===== config.mk =====
export PLATFORM = sky130hd
export DESIGN_NAME = alu_iter_exec_flat
export DESIGN_NICKNAME = d
export VERILOG_FILES = /design/src/rtl/alu_iter_exec_if.sv /design/src/rtl/alu_iter_exec.sv /design/src/flat_wrapper.sv
export SDC_FILE = /design/constraint.sdc
export NUM_CORES = 1
export LEC_CHECK = 0
export BUFFER_PORTS_ARGS = -buffer_cell sky130_fd_sc_hd__buf_2
export CAP_MARGIN = 10
export CORE_UTILIZATION = 40
export DETAILED_ROUTE_END_ITERATION = 10
export MAX_ROUTING_LAYER = met4
export PLACE_DENSITY_LB_ADDON = 0.2
export RECOVER_POWER = 25
export SYNTH_ARGS = -nofsm -noshare
export SYNTH_HDL_FRONTEND = slang
export SYNTH_SLANG_ARGS = --single-unit

===== constraint.sdc =====
create_clock -name i_clk -period 3.7 [get_ports i_clk]
set_input_delay 0 -clock i_clk [delete_from_list [all_inputs] [get_ports i_clk]]
set_output_delay 0 -clock i_clk [all_outputs]
set_load 0.01 [all_outputs]

===== src/rtl/alu_iter_exec_if.sv =====
// Request/response bundle between the operand stage and the iterative ALU.
// Handshake: a request is taken on a rising edge where alu_start=1 and alu_busy=0;
// a start seen while alu_busy=1 is dropped. alu_done pulses for one cycle per taken request.
interface alu_iter_exec_if #(
  parameter int DATA_WIDTH = 32,
  parameter int OP_WIDTH   = 3
);
  logic                  alu_start;
  logic [OP_WIDTH-1:0]   alu_op;
  logic [DATA_WIDTH-1:0] alu_a_in;
  logic [DATA_WIDTH-1:0] alu_b_in;
  logic                  alu_busy;
  logic                  alu_done;
  logic [DATA_WIDTH-1:0] alu_result;
  logic                  alu_overflow;
  logic                  alu_dbg_state;

  modport master (
    output alu_start, alu_op, alu_a_in, alu_b_in,
    input  alu_busy, alu_done, alu_result, alu_overflow, alu_dbg_state
  );

  modport slave (
    input  alu_start, alu_op, alu_a_in, alu_b_in,
    output alu_busy, alu_done, alu_result, alu_overflow, alu_dbg_state
  );
endinterface


===== src/rtl/alu_iter_exec.sv =====
// Execute-stage ALU: single-cycle ADD/SUB/SLT/SLL/SRL and a DATA_WIDTH-iteration
// shift-add MUL. The current FSM state is exposed on bus.alu_dbg_state (0=IDLE, 1=MUL).
module alu_iter_exec #(
  parameter int DATA_WIDTH = 32,
  parameter int OP_WIDTH   = 3
) (
  input  logic            i_clk,
  input  logic            i_rst_n,
  alu_iter_exec_if.slave  bus
);
  localparam int CNT_W = $clog2(DATA_WIDTH);
  localparam int SHW   = $clog2(DATA_WIDTH);
  localparam int MSB   = DATA_WIDTH - 1;

  localparam logic [OP_WIDTH-1:0] OP_ADD = OP_WIDTH'(0);
  localparam logic [OP_WIDTH-1:0] OP_SUB = OP_WIDTH'(1);
  localparam logic [OP_WIDTH-1:0] OP_SLT = OP_WIDTH'(2);
  localparam logic [OP_WIDTH-1:0] OP_SLL = OP_WIDTH'(3);
  localparam logic [OP_WIDTH-1:0] OP_SRL = OP_WIDTH'(4);
  localparam logic [OP_WIDTH-1:0] OP_MUL = OP_WIDTH'(5);
  localparam logic [CNT_W-1:0]    LAST_ITER = CNT_W'(DATA_WIDTH - 1);

  typedef enum logic {S_IDLE = 1'b0, S_MUL = 1'b1} state_e;

  state_e                state_q;
  logic [CNT_W-1:0]      cnt_q;
  logic [DATA_WIDTH-1:0] mcand_q;
  logic [DATA_WIDTH-1:0] mplier_q;
  logic [DATA_WIDTH-1:0] acc_q;
  logic [DATA_WIDTH-1:0] result_q;
  logic                  overflow_q;
  logic                  done_q;
  logic                  busy_q;

  logic [DATA_WIDTH-1:0] a, b, sum, diff;
  logic [DATA_WIDTH-1:0] result_d;
  logic                  overflow_d;
  logic [DATA_WIDTH-1:0] acc_d;

  assign a    = bus.alu_a_in;
  assign b    = bus.alu_b_in;
  assign sum  = a + b;
  assign diff = a - b;

  always_comb begin
    result_d   = '0;
    overflow_d = 1'b0;
    case (bus.alu_op)
      OP_ADD: begin
        result_d   = sum;
        overflow_d = (a[MSB] == b[MSB]) && (sum[MSB] != a[MSB]);
      end
      OP_SUB: begin
        result_d   = diff;
        overflow_d = (a[MSB] != b[MSB]) && (diff[MSB] != a[MSB]);
      end
      OP_SLT:  result_d = {{(DATA_WIDTH-1){1'b0}}, ($signed(a) < $signed(b))};
      OP_SLL:  result_d = a << b[SHW-1:0];
      OP_SRL:  result_d = a >> b[SHW-1:0];
      default: result_d = '0;
    endcase
  end

  // One shift-add step; the final step's sum is the product's low word.
  assign acc_d = acc_q + (mplier_q[0] ? mcand_q : '0);

  always_ff @(posedge i_clk or negedge i_rst_n) begin
    if (!i_rst_n) begin
      state_q    <= S_IDLE;
      cnt_q      <= '0;
      mcand_q    <= '0;
      mplier_q   <= '0;
      acc_q      <= '0;
      result_q   <= '0;
      overflow_q <= 1'b0;
      done_q     <= 1'b0;
      busy_q     <= 1'b0;
    end else begin
      done_q <= 1'b0;
      case (state_q)
        S_IDLE: begin
          if (bus.alu_start) begin
            if (bus.alu_op == OP_MUL) begin
              mcand_q  <= a;
              mplier_q <= b;
              acc_q    <= '0;
              cnt_q    <= '0;
              busy_q   <= 1'b1;
              state_q  <= S_MUL;
            end else begin
              result_q   <= result_d;
              overflow_q <= overflow_d;
              done_q     <= 1'b1;
            end
          end
        end
        S_MUL: begin
          acc_q    <= acc_d;
          mcand_q  <= mcand_q << 1;
          mplier_q <= mplier_q >> 1;
          if (cnt_q == LAST_ITER) begin
            result_q   <= acc_d;
            overflow_q <= 1'b0;
            done_q     <= 1'b1;
            busy_q     <= 1'b0;
            cnt_q      <= '0;
            state_q    <= S_IDLE;
          end else begin
            cnt_q <= cnt_q + 1'b1;
          end
        end
        default: state_q <= S_IDLE;
      endcase
    end
  end

  assign bus.alu_busy      = busy_q;
  assign bus.alu_done      = done_q;
  assign bus.alu_result    = result_q;
  assign bus.alu_overflow  = overflow_q;
  assign bus.alu_dbg_state = state_q;
endmodule


===== src/flat_wrapper.sv =====
// flat-port wrapper written by rule: the top's interface ports become plain ports
module alu_iter_exec_flat 
#(
  parameter int DATA_WIDTH = 32,
  parameter int OP_WIDTH   = 3
)
  (i_clk, i_rst_n, bus_alu_start, bus_alu_op, bus_alu_a_in, bus_alu_b_in, bus_alu_busy, bus_alu_done, bus_alu_result, bus_alu_overflow, bus_alu_dbg_state);
  alu_iter_exec_if #(.DATA_WIDTH(DATA_WIDTH), .OP_WIDTH(OP_WIDTH)) bus_i ();
  input  logic i_clk;
  input  logic i_rst_n;
  input wire logic [$bits(bus_i.alu_start)-1:0] bus_alu_start;
  input wire logic [$bits(bus_i.alu_op)-1:0] bus_alu_op;
  input wire logic [$bits(bus_i.alu_a_in)-1:0] bus_alu_a_in;
  input wire logic [$bits(bus_i.alu_b_in)-1:0] bus_alu_b_in;
  output wire logic [$bits(bus_i.alu_busy)-1:0] bus_alu_busy;
  output wire logic [$bits(bus_i.alu_done)-1:0] bus_alu_done;
  output wire logic [$bits(bus_i.alu_result)-1:0] bus_alu_result;
  output wire logic [$bits(bus_i.alu_overflow)-1:0] bus_alu_overflow;
  output wire logic [$bits(bus_i.alu_dbg_state)-1:0] bus_alu_dbg_state;
  assign bus_i.alu_start = bus_alu_start;
  assign bus_i.alu_op = bus_alu_op;
  assign bus_i.alu_a_in = bus_alu_a_in;
  assign bus_i.alu_b_in = bus_alu_b_in;
  assign bus_alu_busy = bus_i.alu_busy;
  assign bus_alu_done = bus_i.alu_done;
  assign bus_alu_result = bus_i.alu_result;
  assign bus_alu_overflow = bus_i.alu_overflow;
  assign bus_alu_dbg_state = bus_i.alu_dbg_state;
  alu_iter_exec #(.DATA_WIDTH(DATA_WIDTH), .OP_WIDTH(OP_WIDTH)) u_core (.i_clk(i_clk), .i_rst_n(i_rst_n), .bus(bus_i));
endmodule

# Yosys cells after proc, flatten, opt, wreduce, memory -nomap -nowiden
# Cells that the tools add are included.
# W data, S select, Z words.
dict set report op_classes {
  n_eq_ne 14
  n_shift 2
  n_mux 35
  bitwise_logic 1
  addsub 4
  magnitude_cmp 1
  n_reduce_logical 6
}
# operator count
set ops {}
lappend ops {{$mux W32} 10}
lappend ops {{$pmux W32 S2} 4}
lappend ops {{$pmux W32 S5} 1}
lappend ops {{$add A32 B32 Y32} 2}
lappend ops {{$lt A32 B32 Y1} 1}
lappend ops {{$shl A32 B5 Y32} 1}
lappend ops {{$shr A32 B5 Y32} 1}
lappend ops {{$sub A32 B32 Y32} 1}
lappend ops {{$mux W5} 3}
lappend ops {{$mux W1} 11}
lappend ops {{$pmux W1 S2} 5}
lappend ops {{$pmux W5 S2} 1}
lappend ops {{$eq A3 B2 Y1 const B} 2}
lappend ops {{$eq A3 B3 Y1 const B} 2}
lappend ops {{$ne A2 B2 Y1 const B} 3}
lappend ops {{$reduce_and A3 Y1} 2}
lappend ops {{$add A5 B1 Y5 const B} 1}
lappend ops {{$eq A5 B5 Y1 const B} 1}
lappend ops {{$eq A3 B1 Y1 const B} 1}
lappend ops {{$logic_not A3 Y1} 1}
lappend ops {{$ne A1 B1 Y1} 3}
lappend ops {{$logic_and A1 B1 Y1} 2}
lappend ops {{$ne A2 B1 Y1 const B} 1}
lappend ops {{$reduce_and A2 Y1} 1}
lappend ops {{2 further kinds} 2}
dict set report totals {
  wordCells 72
  output_inout_bits 36
  register_bits 137
}

# Longest topological paths before layout
# Gate-level depths: netlist (run 1).
dict set report logic_depth {
  word_depth 7
  ltp_mapped 16
}

# Least setup slack after synthesis (run 1)
# No wires, ideal clock.
dict set report synth_timing {
  kind {input -> register}
  start {input port bus_alu_b_in[2]}
  end {register u_core.result_q[28] (netlist: u_core.bus.alu_result[28])}
  setup_slack_ns 0.109
  t_required_ns 3.571
  path_buffers 4
  arrival_ns 3.462
  cell_stages 16
  cell_sequence {clkbuf_1 clkinv_1 buf_1 clkbuf_1 ha_1 buf_2 nor2b_1 o211ai_1 a311o_1 a211o_1 a21o_1 o31ai_1 a32oi_1 xnor2_1 a211oi_1 a21oi_1}
}
dict set report synth_between {
  elab_chain_cells 5
  elab_cells_between_ends 8
  classes_between {add/sub: 2; shift: 2; mux: 4}
}
# element line
set synth_lines {}
lappend synth_lines {{start, declared} flat_wrapper.sv:14} ;# input wire logic [$bits(bus_i.alu_b_in)-1:0] bus_alu_b_in;
lappend synth_lines {{$sub A32 B32 Y32, or another cell as far along} alu_iter_exec.sv:43} ;# assign diff = a - b;
lappend synth_lines {{$pmux W32 S5 (*)} alu_iter_exec.sv:48} ;# case (bus.alu_op)
lappend synth_lines {{$mux W32 (*)} alu_iter_exec.sv:83} ;# if (bus.alu_op == OP_MUL) begin
lappend synth_lines {{$mux W32 (*)} alu_iter_exec.sv:82} ;# if (bus.alu_start) begin
lappend synth_lines {{$pmux W32 S2 (*)} alu_iter_exec.sv:80} ;# case (state_q)
lappend synth_lines {{end signal, assigned} alu_iter_exec.sv:91} ;# result_q <= result_d;
lappend synth_lines {{end, declared} alu_iter_exec.sv:30} ;# logic [DATA_WIDTH-1:0] result_q;
# Every way passes the cells marked *; elsewhere a longest branch is shown, timed or not. The select of a mux whose other input is x is not followed.
# A chain may end at the register's enable or synchronous reset.

# Worst setup path in the final report (run 1)
dict set report layout_timing {
  start {input port bus_alu_a_in[3]}
  end {register u_core.result_q[31] (netlist: u_core.bus.alu_result[31])}
}
dict set report layout_between {
  elab_chain_cells 5
  elab_cells_between_ends 8
  classes_between {add/sub: 2; shift: 2; mux: 4}
}
# element line
set layout_lines {}
lappend layout_lines {{start, declared} flat_wrapper.sv:13} ;# input wire logic [$bits(bus_i.alu_a_in)-1:0] bus_alu_a_in;
lappend layout_lines {{$sub A32 B32 Y32, or another cell as far along} alu_iter_exec.sv:43}
lappend layout_lines {{$pmux W32 S5 (*)} alu_iter_exec.sv:48}
lappend layout_lines {{$mux W32 (*)} alu_iter_exec.sv:83}
lappend layout_lines {{$mux W32 (*)} alu_iter_exec.sv:82}
lappend layout_lines {{$pmux W32 S2 (*)} alu_iter_exec.sv:80}
# Marks and branches as above.

==> impl_metrics.py, run 1 <==
metrics = {
    "placement": {
        "gp_routability_congestion": 0.967,
        "post-dp-hpwl_mm": 41.9,
        "numPortBuffers": 105,
        "post-place-ws_ps": 60.8,
    },
    "sta": {
        "timing.final.ws_setup_ps": 246,
        "timing_hold_violations_final": 0,
        "timing_worst_slew_pin_value_ps": 2430,
        "max_freq_ghz": 0.290,
        "min_period_ps": 3450,
        "setup-violations-final": 0,
        "finalSetupTns_ps": 0,
        "maxSlewViolCount": 90,
        "worst_clock_skew_ps": 9.95,
        "max-slew-margin-rel": -0.622,
        "period_share": 0.934,
        "grt_setup_unrepaired": "false",
    },
    "setup_path": {
        "cp_slowest_cell": "sky130_fd_sc_hd__a311oi_1",
        "reg2regPathDepth": 13,
        "slowest_delay_ps": 790,
        "worst-setup-path-type": "in -> reg",
        "worst_setup_path_end_kind": "register",
        "timing.reg2reg.setup_slack_ps": 250,
        "cp_cell_sequence": "dlygate4sd3_1 > buf_2 > ha_1 > a21o_1 > a21oi_1 > a211o_1 > o211ai_1 > a311oi_1 > o21ai_2 > mux2i_1 > or3b_1 > o21ai_1 > a21oi_1",
        "worst-path-max-fanout": 8,
        "arrival_ps": 3790,
        "timing.rr.end": "u_core.bus.alu_result[28]",
        "crit_path_required_time_ps": 4040,
        "regToRegStartpoint": "u_core.mplier_q[0]",
        "timing.critical_path.from_type": "primary input",
        "setup.worst_path.start": "bus_alu_a_in[3]",
        "cp_common_cell": "sky130_fd_sc_hd__a21oi_1",
    },
    "floorplan": {
        "ioPinCount": 106,
        "start_util": 0.408,
        "placementRows": 69,
        "die_area_sq_um": 37100,
        "core_area_sq_um": 35700,
        "die_y_microns": 193,
        "chipWidth_microns": 193,
    },
    "synthesis": {
        "synth_top_family_by_area": "compound AO/OA/AOI/OAI gates",
        "synth_xor_area_frac": 0.0319,
        "number_of_synthesized_register_bits": 137,
        "synth_compound_area_frac": 0.283,
        "ys_seq_area_frac": 0.236,
        "synth_warnings": 0,
        "ys_async_sr_fraction": 1.00,
        "syn_area_sq_um": 14500,
        "post_synth.cell_area_avg_sq_um": 7.58,
        "post_synth_mux_area_share": 0.107,
        "synth_ff_type": "sky130_fd_sc_hd__dfrtp_1",
        "synth.lib_cells_used.distinct": 90,
        "yosys.area_share.adder": 0.0876,
        "number_of_enable_flip_flop_cells_after_synthesis": 0,
        "mappedNetlistNets": 2088,
        "fraction_of_the_mapped_netlist_area_in_simple_logic_gates": 0.192,
        "synthesis.instances": 1918,
    },
    "pwr": {
        "power_frac_seq": 0.314,
        "sw_frac_of_total": 0.430,
        "p_sw_w": 0.00344,
        "cell_internal_pwr_w": 0.00457,
        "power.share.combinational": 0.452,
        "max-vdd-ir-drop_v": 0.000329,
        "pwr_density_cell_nw_per_um2": 484,
        "p_leak_nw": 7.63,
        "clkPwrFrac": 0.233,
    },
    "outcome": {
        "violations_in_the_final_reports": "DRC, capacitance limit, slew limit",
        "run_status": "complete, but fails checks",
    },
    "finish": {
        "most-common-layout-cells": "sky130_fd_sc_hd__nand2_1, sky130_fd_sc_hd__nor2_1, sky130_fd_sc_hd__a21oi_1",
        "syn2layout_area_growth_pct": 13.8,
        "final_antenna_diode_count": 0,
        "fin_nets": 2177,
        "layout.cells.most_common": "sky130_fd_sc_hd__nand2_1",
        "fraction_of_final_layout_cells_sized_beyond_drive_strength_1": 0.128,
        "num-fill-cells": 3643,
    },
    "routing": {
        "postRouteWirelength_mm": 54.8,
        "vias_per_cell": 5.99,
        "post-route-drc-count": 14,
        "route.antenna.remaining_nets": 0,
        "firstDrtPassIters": 8,
        "routedWlPerCell_microns": 22.1,
        "routed-via-count": 14869,
        "first_iter_violations": 1295,
    },
    "grt": {
        "overflow": 0,
        "antenna_violations_before_repair": 0,
        "global_route_wire_length_before_repair_mm": 84.2,
        "first_global_vias": 14237,
        "gr-usage-all-layers": 0.308,
        "pin_count_of_the_biggest_net_entering_global_routing": 91,
    },
    "clocking": {
        "clock_sink_count": 137,
        "numCtsBuffers": 17,
        "cts_tree": "built",
        "worst_skew_pair.late_latency_ps": 450,
        "root_buffer": "sky130_fd_sc_hd__clkbuf_16",
        "cts_buffer_depth": 2,
        "path_clk_slew_ps": 70,
        "clock_tree.htree_level_count": 4,
    },
    "min_path": {
        "hp-start": "bus_alu_b_in[21]",
        "hold_path_stages": 5,
        "hp-class": "in -> reg",
        "timing.hold.worst_endpoint": "u_core.mplier_q[21]",
    },
    "run": {
        "maxCapViolations": 1,
    },
}
## worst max path at each step
stage,to,depth (start not counted),slack (ps)
finish,u_core.bus.alu_result[31],13,250
global route,u_core.bus.alu_result[31],13,10
CTS,u_core.bus.alu_result[28],13,10
detailed placement,u_core.bus.alu_result[28],13,60
global placement,u_core.bus.alu_result[28],13,80
floorplan,u_core.bus.alu_result[28],16,110
## synth_stat cells (all sizes together) (7+ instances only)
library cell / n / area, sq um
o31ai: 15 / 113
ha: 97 / 1210
a221oi: 11 / 103
o2111ai: 9 / 78.8
nor2b: 16 / 100
a31oi: 28 / 175
a211oi: 31 / 250
o211ai: 26 / 195
nand2: 236 / 886
xor2: 13 / 114
nand3: 27 / 135
nor3: 26 / 141
o21ai: 184 / 925
o22ai: 30 / 188
mux2i: 107 / 1070
nor4: 14 / 87.6
or2: 12 / 75.1
a22oi: 7 / 52.6
mux4: 16 / 360
nand4: 7 / 43.8
mux2: 11 / 124
a22o: 13 / 114
buf: 39 / 201
dfrtp: 137 / 3430
xnor2: 40 / 350
a21o: 26 / 198
inv: 81 / 304
nor2: 200 / 751
o21bai: 7 / 52.6
o221ai: 11 / 96.3
a21oi: 196 / 985
nand2b: 21 / 131
o21a: 10 / 75.1
and2: 40 / 250
clkbuf: 86 / 374
## area by class of cell
class	count	area [sq um]	area share
tap	461	577	0.0349
sequential	137	3430	0.208
clock inverter	13	178	0.0107
timing repair buffer	197	1360	0.0820
multi-input combinational	1569	10200	0.619
inverter	85	320	0.0194
clock buffer	19	443	0.0268
## per-layer routing
metal  wire (microns)  up-vias  global-route usage
li1                 -     7123                   -
met1            25300     7177               0.414
met2            25300      487               0.482
met3             2900       82              0.0371
met4             1360        0              0.0906
met5                0        -                   -
## power by group through the flow
| stage | Combinational, W | Clock, W | Sequential, W |
|---|---|---|---|
| 2_1_floorplan | 0.00241 | 0 | 0.00246 |
| 3_3_place_gp | 0.00351 | 0 | 0.00252 |
| 3_5_place_dp | 0.00356 | 0 | 0.00253 |
| 4_1_cts | 0.00359 | 0.00191 | 0.00251 |
| 5_1_grt | 0.00405 | 0.00196 | 0.00259 |
| 6_report | 0.00362 | 0.00187 | 0.00252 |
## state kept, by name, summed over array words and instances, names as in the netlist
name,cells
u_core.bus.alu_busy,1
u_core.cnt_q,5
u_core.mplier_q,32
u_core.bus.alu_done,1
u_core.mcand_q,32
u_core.bus.alu_overflow,1
u_core.acc_q,32
u_core.bus.alu_result,32
u_core.bus.alu_dbg_state,1
## cells by family after synthesis
family                   Yosys count
buffers and inverters            212
adder cells (fa/ha/maj)          100
XOR/XNOR                          53
multiplexers                     134
AND/OR/NAND/NOR                  623
AO/OA/AOI/OAI                    659
flip-flops                       137
## critical path: cells and delay by family
family	cells	cell delay, ps
buffers and inverters	2	710
and+or+nand+nor	1	370
AOI/OAI and AO/OA	8	2160
adders and majority gates	1	390
muxes	1	150
## metrics by stage
step                       util  total power (W)  hold slack, ps  std cells  cell area [sq um]
final                     0.464          0.00801            6.73       2481              16500
after global routing      0.464          0.00860            9.87       2481              16500
after CTS                 0.463          0.00802            2.11       2481              16500
after detailed placement  0.435          0.00609             147       2409              15500
after global placement    0.435          0.00603             144       2409              15500
after floorplan               -          0.00487            -296       1918              14500
## timing repair
item | in CTS | in global routing
resized for setup | 0 | 5
hold endpoints to repair | 128 | 0
setup endpoints to repair | 0 | 9
hold buffers | 40 | 0
buffers inserted | 0 | 0
Power figures use the tool's default switching activity.
==> run 2: changes to the inputs <==
- ABC_AREA: default -> 1
==> impl_metrics.py, run 2 <==
metrics = {
    "outcome": {
        "run_status": "complete, but fails checks",
        "violations_in_the_final_reports": "capacitance limit, slew limit",
    },
    "setup_path": {
        "setup.worst_path.start": "u_core.mplier_q[0]",
        "worst-path-max-fanout": 23,
        "regToRegStartpoint": "u_core.mplier_q[0]",
        "reg2regPathDepth": 15,
        "arrival_ps": 3700,
        "slowest_delay_ps": 560,
        "crit_cells": 15,
        "worst_setup_path_endpoint": "u_core.bus.alu_result[17]",
        "cp_top_family": "simple AND/OR/NAND/NOR gates",
        "worst-setup-path-type": "reg -> reg",
        "critPathBufInv": 3,
        "timing.reg2reg.setup_slack_ps": 330,
        "cp_cell_sequence": "buf_4 > nand2_1 > inv_1 > ha_1 > nand2_1 > inv_1 > nand2_1 > nor3_1 > nand4_1 > nand3_1 > a21oi_1 > o21ai_0 > nand2_1 > a21oi_1 > nor2_1",
        "cp_common_cell": "sky130_fd_sc_hd__nand2_1",
        "cp_slowest_cell": "sky130_fd_sc_hd__nor3_1",
        "crit_path_required_time_ps": 4030,
        "timing.critical_path.from_type": "register",
        "worst_setup_path_end_kind": "register",
        "timing.rr.end": "u_core.bus.alu_result[17]",
    },
    "finish": {
        "num-fill-cells": 4408,
        "most-common-layout-cells": "sky130_fd_sc_hd__nand2_1, sky130_fd_sc_hd__nand3_1, sky130_fd_sc_hd__inv_1",
        "layout.cell_area.non_filler_sq_um": 18100,
        "final_antenna_diode_count": 0,
        "layout.cells.most_common": "sky130_fd_sc_hd__nand2_1",
        "syn2layout_area_growth_pct": 12.0,
        "utilization": 0.455,
        "fraction_of_final_layout_cells_sized_beyond_drive_strength_1": 0.0648,
        "fin_nets": 3074,
    },
    "routing": {
        "first_iter_violations": 2066,
        "firstDrtPassIters": 5,
        "routedWlPerCell_microns": 21.3,
        "route.antenna.remaining_nets": 0,
        "post-route-drc-count": 0,
        "vias_per_cell": 5.66,
        "routed-via-count": 19470,
        "postRouteWirelength_mm": 73.5,
    },
    "synthesis": {
        "synth_ff_type": "sky130_fd_sc_hd__dfrtp_1",
        "synth_common_cells": "sky130_fd_sc_hd__nand2_1, sky130_fd_sc_hd__nand3_1, sky130_fd_sc_hd__inv_1",
        "ys_async_sr_fraction": 1.00,
        "yosys.cell_count.top_type": "sky130_fd_sc_hd__nand2_1",
        "netlist.top_cell.by_area": "sky130_fd_sc_hd__nand2_1",
        "synth.lib_cells_used.distinct": 48,
        "post_synth.cell_area_avg_sq_um": 5.69,
        "mappedNetlistNets": 3005,
        "syn_area_sq_um": 16100,
        "number_of_synthesized_register_bits": 137,
        "ys_seq_area_frac": 0.213,
        "synth_top_cell_area_share": 0.231,
        "number_of_enable_flip_flop_cells_after_synthesis": 0,
        "yosys-top-cells-area": "sky130_fd_sc_hd__nand2_1, sky130_fd_sc_hd__dfrtp_1, sky130_fd_sc_hd__nand3_1",
        "synth_warnings": 0,
        "synthesis.instances": 2835,
    },
    "floorplan": {
        "chipWidth_microns": 203,
        "core_area_sq_um": 39700,
        "die_area_sq_um": 41100,
        "die_y_microns": 203,
        "placementRows": 73,
        "ioPinCount": 106,
        "start_util": 0.406,
    },
    "sta": {
        "max-slew-margin-rel": -0.554,
        "grt_setup_unrepaired": "false",
        "setup-violations-final": 0,
        "worst_clock_skew_ps": 11.5,
        "finalSetupTns_ps": 0,
        "max_freq_ghz": 0.297,
        "period_share": 0.910,
        "maxSlewViolCount": 88,
        "timing_worst_slew_pin_value_ps": 2330,
        "timing_hold_violations_final": 0,
        "timing.final.ws_setup_ps": 332,
        "min_period_ps": 3370,
    },
    "clocking": {
        "path_clk_slew_ps": 60,
        "cts_post_setup_buffers_inserted": 0,
        "worst_skew_pair.late_latency_ps": 440,
        "root_buffer": "sky130_fd_sc_hd__clkbuf_16",
        "numCtsBuffers": 17,
        "cts_buffer_depth": 2,
        "clock_tree.htree_level_count": 4,
        "cts_tree": "built",
        "clock_sink_count": 137,
    },
    "pwr": {
        "sw_frac_of_total": 0.464,
        "max-vdd-ir-drop_v": 0.000404,
        "clkPwrFrac": 0.226,
        "power_frac_seq": 0.308,
        "cell_internal_pwr_w": 0.00451,
        "p_leak_nw": 9.88,
        "power.share.combinational": 0.467,
        "pwr_density_cell_nw_per_um2": 466,
        "p_sw_w": 0.00391,
    },
    "grt": {
        "first_global_vias": 17717,
        "pin_count_of_the_biggest_net_entering_global_routing": 96,
        "overflow": 0,
        "gr-usage-all-layers": 0.363,
        "global_route_wire_length_before_repair_mm": 109,
        "antenna_violations_before_repair": 1,
    },
    "min_path": {
        "hp-class": "in -> reg",
    },
    "placement": {
        "gp_routability_congestion": 1.01,
        "post-place-ws_ps": 443,
        "post-dp-hpwl_mm": 57.6,
        "numPortBuffers": 105,
        "place_area_sq_um": 17000,
    },
    "run": {
        "maxCapViolations": 1,
    },
}
run 2: what timing repair did:
action                                 CTS  global route
hold buffers                            48             0
endpoints found under the hold margin  132             0
resized for setup                        0             0
run 2: per-layer routing:
layer | share of wire | up-vias | track usage
met4 | 0.045 | 0 | 0.149
met5 | 0 | - | -
met1 | 0.44 | 9110 | 0.490
li1 | - | 9342 | -
met3 | 0.073 | 143 | 0.0342
met2 | 0.45 | 875 | 0.556
run 2: worst min-delay path by stage:
| stage | cells after the start | slack, ps | from | to |
|---|---|---|---|---|
| global placement | 1 | 140 | i_rst_n | u_core.acc_q[30] |
| floorplan | 0 | -300 | i_rst_n | u_core.acc_q[0] |
| global route | 3 | 30 | bus_alu_a_in[11] | u_core.mcand_q[11] |
| detailed placement | 1 | 150 | i_rst_n | u_core.acc_q[30] |
| CTS | 3 | 0.3 | bus_alu_a_in[8] | u_core.mcand_q[8] |
| finish | 3 | 20 | bus_alu_a_in[8] | u_core.mcand_q[8] |
run 2: power by group through the flow:
stage	Clock, W	Sequential, W	Combinational, W
after floorplan	0	0.00248	0.00252
after global placement	0	0.00259	0.00379
after detailed placement	0	0.00260	0.00383
after CTS	0.00192	0.00258	0.00388
after global routing	0.00198	0.00265	0.00435
final	0.00190	0.00259	0.00393
run 2: cell type report:
type,count,area (sq um),share of cell area
tap,525,657,0.0364
inverter,345,1290,0.0717
sequential,137,3430,0.190
timing repair buffer,180,1220,0.0675
multi-input combinational,2223,10800,0.599
clock inverter,12,188,0.0104
clock buffer,20,457,0.0253
run 2: kinds of logic after synthesis:
group,count (synthesis),synth area share
AND/OR/NAND/NOR,1727,0.449
buffers and inverters,475,0.118
AO/OA/AOI/OAI,389,0.138
flip-flops,137,0.213
adder cells (fa/ha/maj),100,0.0790
XOR/XNOR,5,0.00271
multiplexers,2,0.00124
run 2: metrics by stage:
step | hold slack (ps) | std cells | total power (W)
floorplan | -296 | 2835 | 0.00500
global placement | 137 | 3362 | 0.00638
detailed placement | 146 | 3362 | 0.00643
CTS | 0.288 | 3442 | 0.00838
global route | 27.5 | 3442 | 0.00898
finish | 19.0 | 3442 | 0.00842
run 2: worst reg2reg max path: stages (launching register included):
cell	delay, ps
sky130_fd_sc_hd__dfrtp_1	500
sky130_fd_sc_hd__buf_4	270
sky130_fd_sc_hd__nand2_1	90
sky130_fd_sc_hd__inv_1	40
sky130_fd_sc_hd__ha_1	380
sky130_fd_sc_hd__nand2_1	130
sky130_fd_sc_hd__inv_1	80
sky130_fd_sc_hd__nand2_1	120
sky130_fd_sc_hd__nor3_1	560
sky130_fd_sc_hd__nand4_1	310
sky130_fd_sc_hd__nand3_1	240
sky130_fd_sc_hd__a21oi_1	80
sky130_fd_sc_hd__o21ai_0	150
sky130_fd_sc_hd__nand2_1	80
sky130_fd_sc_hd__a21oi_1	140
sky130_fd_sc_hd__nor2_1	70
==> run 3: changes to the inputs <==
- CORE_ASPECT_RATIO: default -> 0.75
==> impl_metrics.py, run 3 (synthesized netlist as in run 2, its figures left out) <==
metrics = {
    "clocking": {
        "cts_buffer_depth": 2,
        "clock_sink_count": 137,
        "clock_tree.htree_level_count": 4,
        "root_buffer": "sky130_fd_sc_hd__clkbuf_16",
        "cts_tree": "built",
        "path_clk_slew_ps": 70,
        "cts_post_setup_buffers_inserted": 0,
        "worst_skew_pair.late_latency_ps": 470,
        "numCtsBuffers": 17,
    },
    "pwr": {
        "cell_internal_pwr_w": 0.00450,
        "max-vdd-ir-drop_v": 0.000363,
        "sw_frac_of_total": 0.464,
        "clkPwrFrac": 0.232,
        "p_leak_nw": 9.90,
        "power.share.combinational": 0.466,
        "power_frac_seq": 0.303,
        "p_sw_w": 0.00390,
        "pwr_density_cell_nw_per_um2": 463,
    },
    "finish": {
        "syn2layout_area_growth_pct": 12.5,
        "most-common-layout-cells": "sky130_fd_sc_hd__nand2_1, sky130_fd_sc_hd__nand3_1, sky130_fd_sc_hd__inv_1",
        "layout.cells.most_common": "sky130_fd_sc_hd__nand2_1",
        "fraction_of_final_layout_cells_sized_beyond_drive_strength_1": 0.0619,
        "fin_nets": 3081,
    },
    "grt": {
        "antenna_violations_before_repair": 1,
        "first_global_vias": 17613,
        "global_route_wire_length_before_repair_mm": 109,
        "overflow": 0,
        "pin_count_of_the_biggest_net_entering_global_routing": 96,
        "gr-usage-all-layers": 0.364,
    },
    "routing": {
        "vias_per_cell": 5.63,
        "first_iter_violations": 2479,
        "postRouteWirelength_mm": 72.3,
        "firstDrtPassIters": 11,
        "route.antenna.remaining_nets": 0,
        "routed-via-count": 19395,
        "post-route-drc-count": 12,
        "routedWlPerCell_microns": 21.0,
    },
    "run": {
        "maxCapViolations": 1,
    },
    "sta": {
        "worst_clock_skew_ps": 13.3,
        "finalSetupTns_ps": 0,
        "timing.final.ws_setup_ps": 538,
        "maxSlewViolCount": 92,
        "timing_worst_slew_pin_value_ps": 2520,
        "period_share": 0.855,
        "setup-violations-final": 0,
        "max_freq_ghz": 0.316,
        "min_period_ps": 3160,
        "max-slew-margin-rel": -0.677,
        "grt_setup_unrepaired": "false",
        "timing_hold_violations_final": 0,
    },
    "placement": {
        "post-place-ws_ps": 571,
        "post-dp-hpwl_mm": 56.2,
        "gp_routability_congestion": 1.06,
        "numPortBuffers": 105,
    },
    "floorplan": {
        "die_y_microns": 176,
        "placementRows": 63,
        "die_area_sq_um": 41100,
        "start_util": 0.407,
        "core_area_sq_um": 39600,
        "ioPinCount": 106,
        "chipWidth_microns": 234,
    },
    "min_path": {
        "hp-class": "in -> reg",
    },
    "setup_path": {
        "worst_setup_path_end_kind": "register",
        "timing.critical_path.from_type": "register",
        "worst-setup-path-type": "reg -> reg",
        "arrival_ps": 3550,
        "crit_path_required_time_ps": 4090,
        "worst-path-max-fanout": 17,
    },
    "outcome": {
        "run_status": "complete, but fails checks",
        "violations_in_the_final_reports": "DRC, capacitance limit, slew limit",
    },
}
==> run 3: cell count changes in the layout (fill, tap and decap cells not counted), sizes merged <==
| cell | previous run | this run |
|---|---|---|
| diode | 0 | 1 |
| inv | 349 | 348 |
| clkinv | 3 | 4 |
| dlygate4sd3 | 48 | 58 |
| buf | 130 | 122 |
| clkinvlp | 1 | 2 |
| clkbuf | 22 | 26 |
==> run 3: layout make-up <==
type / count / area [sq um]
clock buffer: 19 / 453
tap: 520 / 651
multi-input combinational: 2223 / 10800
clock inverter: 13 / 189
inverter: 345 / 1290
fill: 4415 / 21500
sequential: 137 / 3430
antenna: 1 / 2.50
timing repair buffer: 187 / 1300
==> run 3: metal layers <==
| metal | track usage | share of wire |
|---|---|---|
| met2 | 0.492 | 0.39 |
| met4 | 0.105 | 0.028 |
| met3 | 0.0727 | 0.096 |
| met5 | - | 0 |
| met1 | 0.536 | 0.48 |
==> run 3: final timing paths <==
kind	slack, ps	cells past startpoint	start	endpoint
max reg2reg	540	19	u_core.mplier_q[0]	u_core.bus.alu_result[24]
min in group asynchronous	860	2	i_rst_n	u_core.acc_q[26]
min reg2reg	480	2	u_core.bus.alu_busy	u_core.bus.alu_busy
min	100	3	bus_alu_a_in[30]	u_core.mcand_q[30]
max	540	19	u_core.mplier_q[0]	u_core.bus.alu_result[24]
max in group asynchronous	1220	2	i_rst_n	u_core.bus.alu_dbg_state
==> run 3: timing repair <==
item | 4_1_cts | 5_1_grt
hold buffers | 58 | 0
endpoints found under the hold margin | 148 | 0
gates resized for setup | 0 | 0
==> run 3: critical path: stages, from the launching register on <==
cell                      delay [ps]
sky130_fd_sc_hd__dfrtp_1         620
sky130_fd_sc_hd__nand2_1         140
sky130_fd_sc_hd__inv_1            50
sky130_fd_sc_hd__ha_1            250
sky130_fd_sc_hd__fa_1            460
sky130_fd_sc_hd__nand2_1         100
sky130_fd_sc_hd__nand3_1          60
sky130_fd_sc_hd__o21ai_0         260
sky130_fd_sc_hd__inv_1           160
sky130_fd_sc_hd__nand2_1          90
sky130_fd_sc_hd__nand2_1         100
sky130_fd_sc_hd__nand2_1          90
sky130_fd_sc_hd__nand2_1         100
sky130_fd_sc_hd__nand2_1         130
sky130_fd_sc_hd__nand2_1          60
sky130_fd_sc_hd__nand2_1          60
sky130_fd_sc_hd__nand3_1          90
sky130_fd_sc_hd__nand2_1         100
sky130_fd_sc_hd__inv_1            40
sky130_fd_sc_hd__a21oi_1         130
==> run 3: power groups by stage <==
stage	sequential, W	clock [W]	combinational, W
floorplan	0.00248	0	0.00252
global placement	0.00255	0	0.00377
detailed placement	0.00255	0	0.00381
CTS	0.00254	0.00196	0.00388
global route	0.00260	0.00203	0.00435
finish	0.00254	0.00195	0.00391
==> run 3: through the flow <==
step           std cells  total power, W  hold WS, ps   util  instance area [sq um]
4_1_cts             3444         0.00838         54.7  0.458                  18200
2_1_floorplan       2835         0.00500         -296      -                  16100
5_1_grt             3445         0.00898         81.3  0.458                  18100
3_3_place_gp        3354         0.00632          170  0.427                  16900
3_5_place_dp        3354         0.00637          177  0.427                  16900
6_report            3445         0.00840          102  0.458                  18100
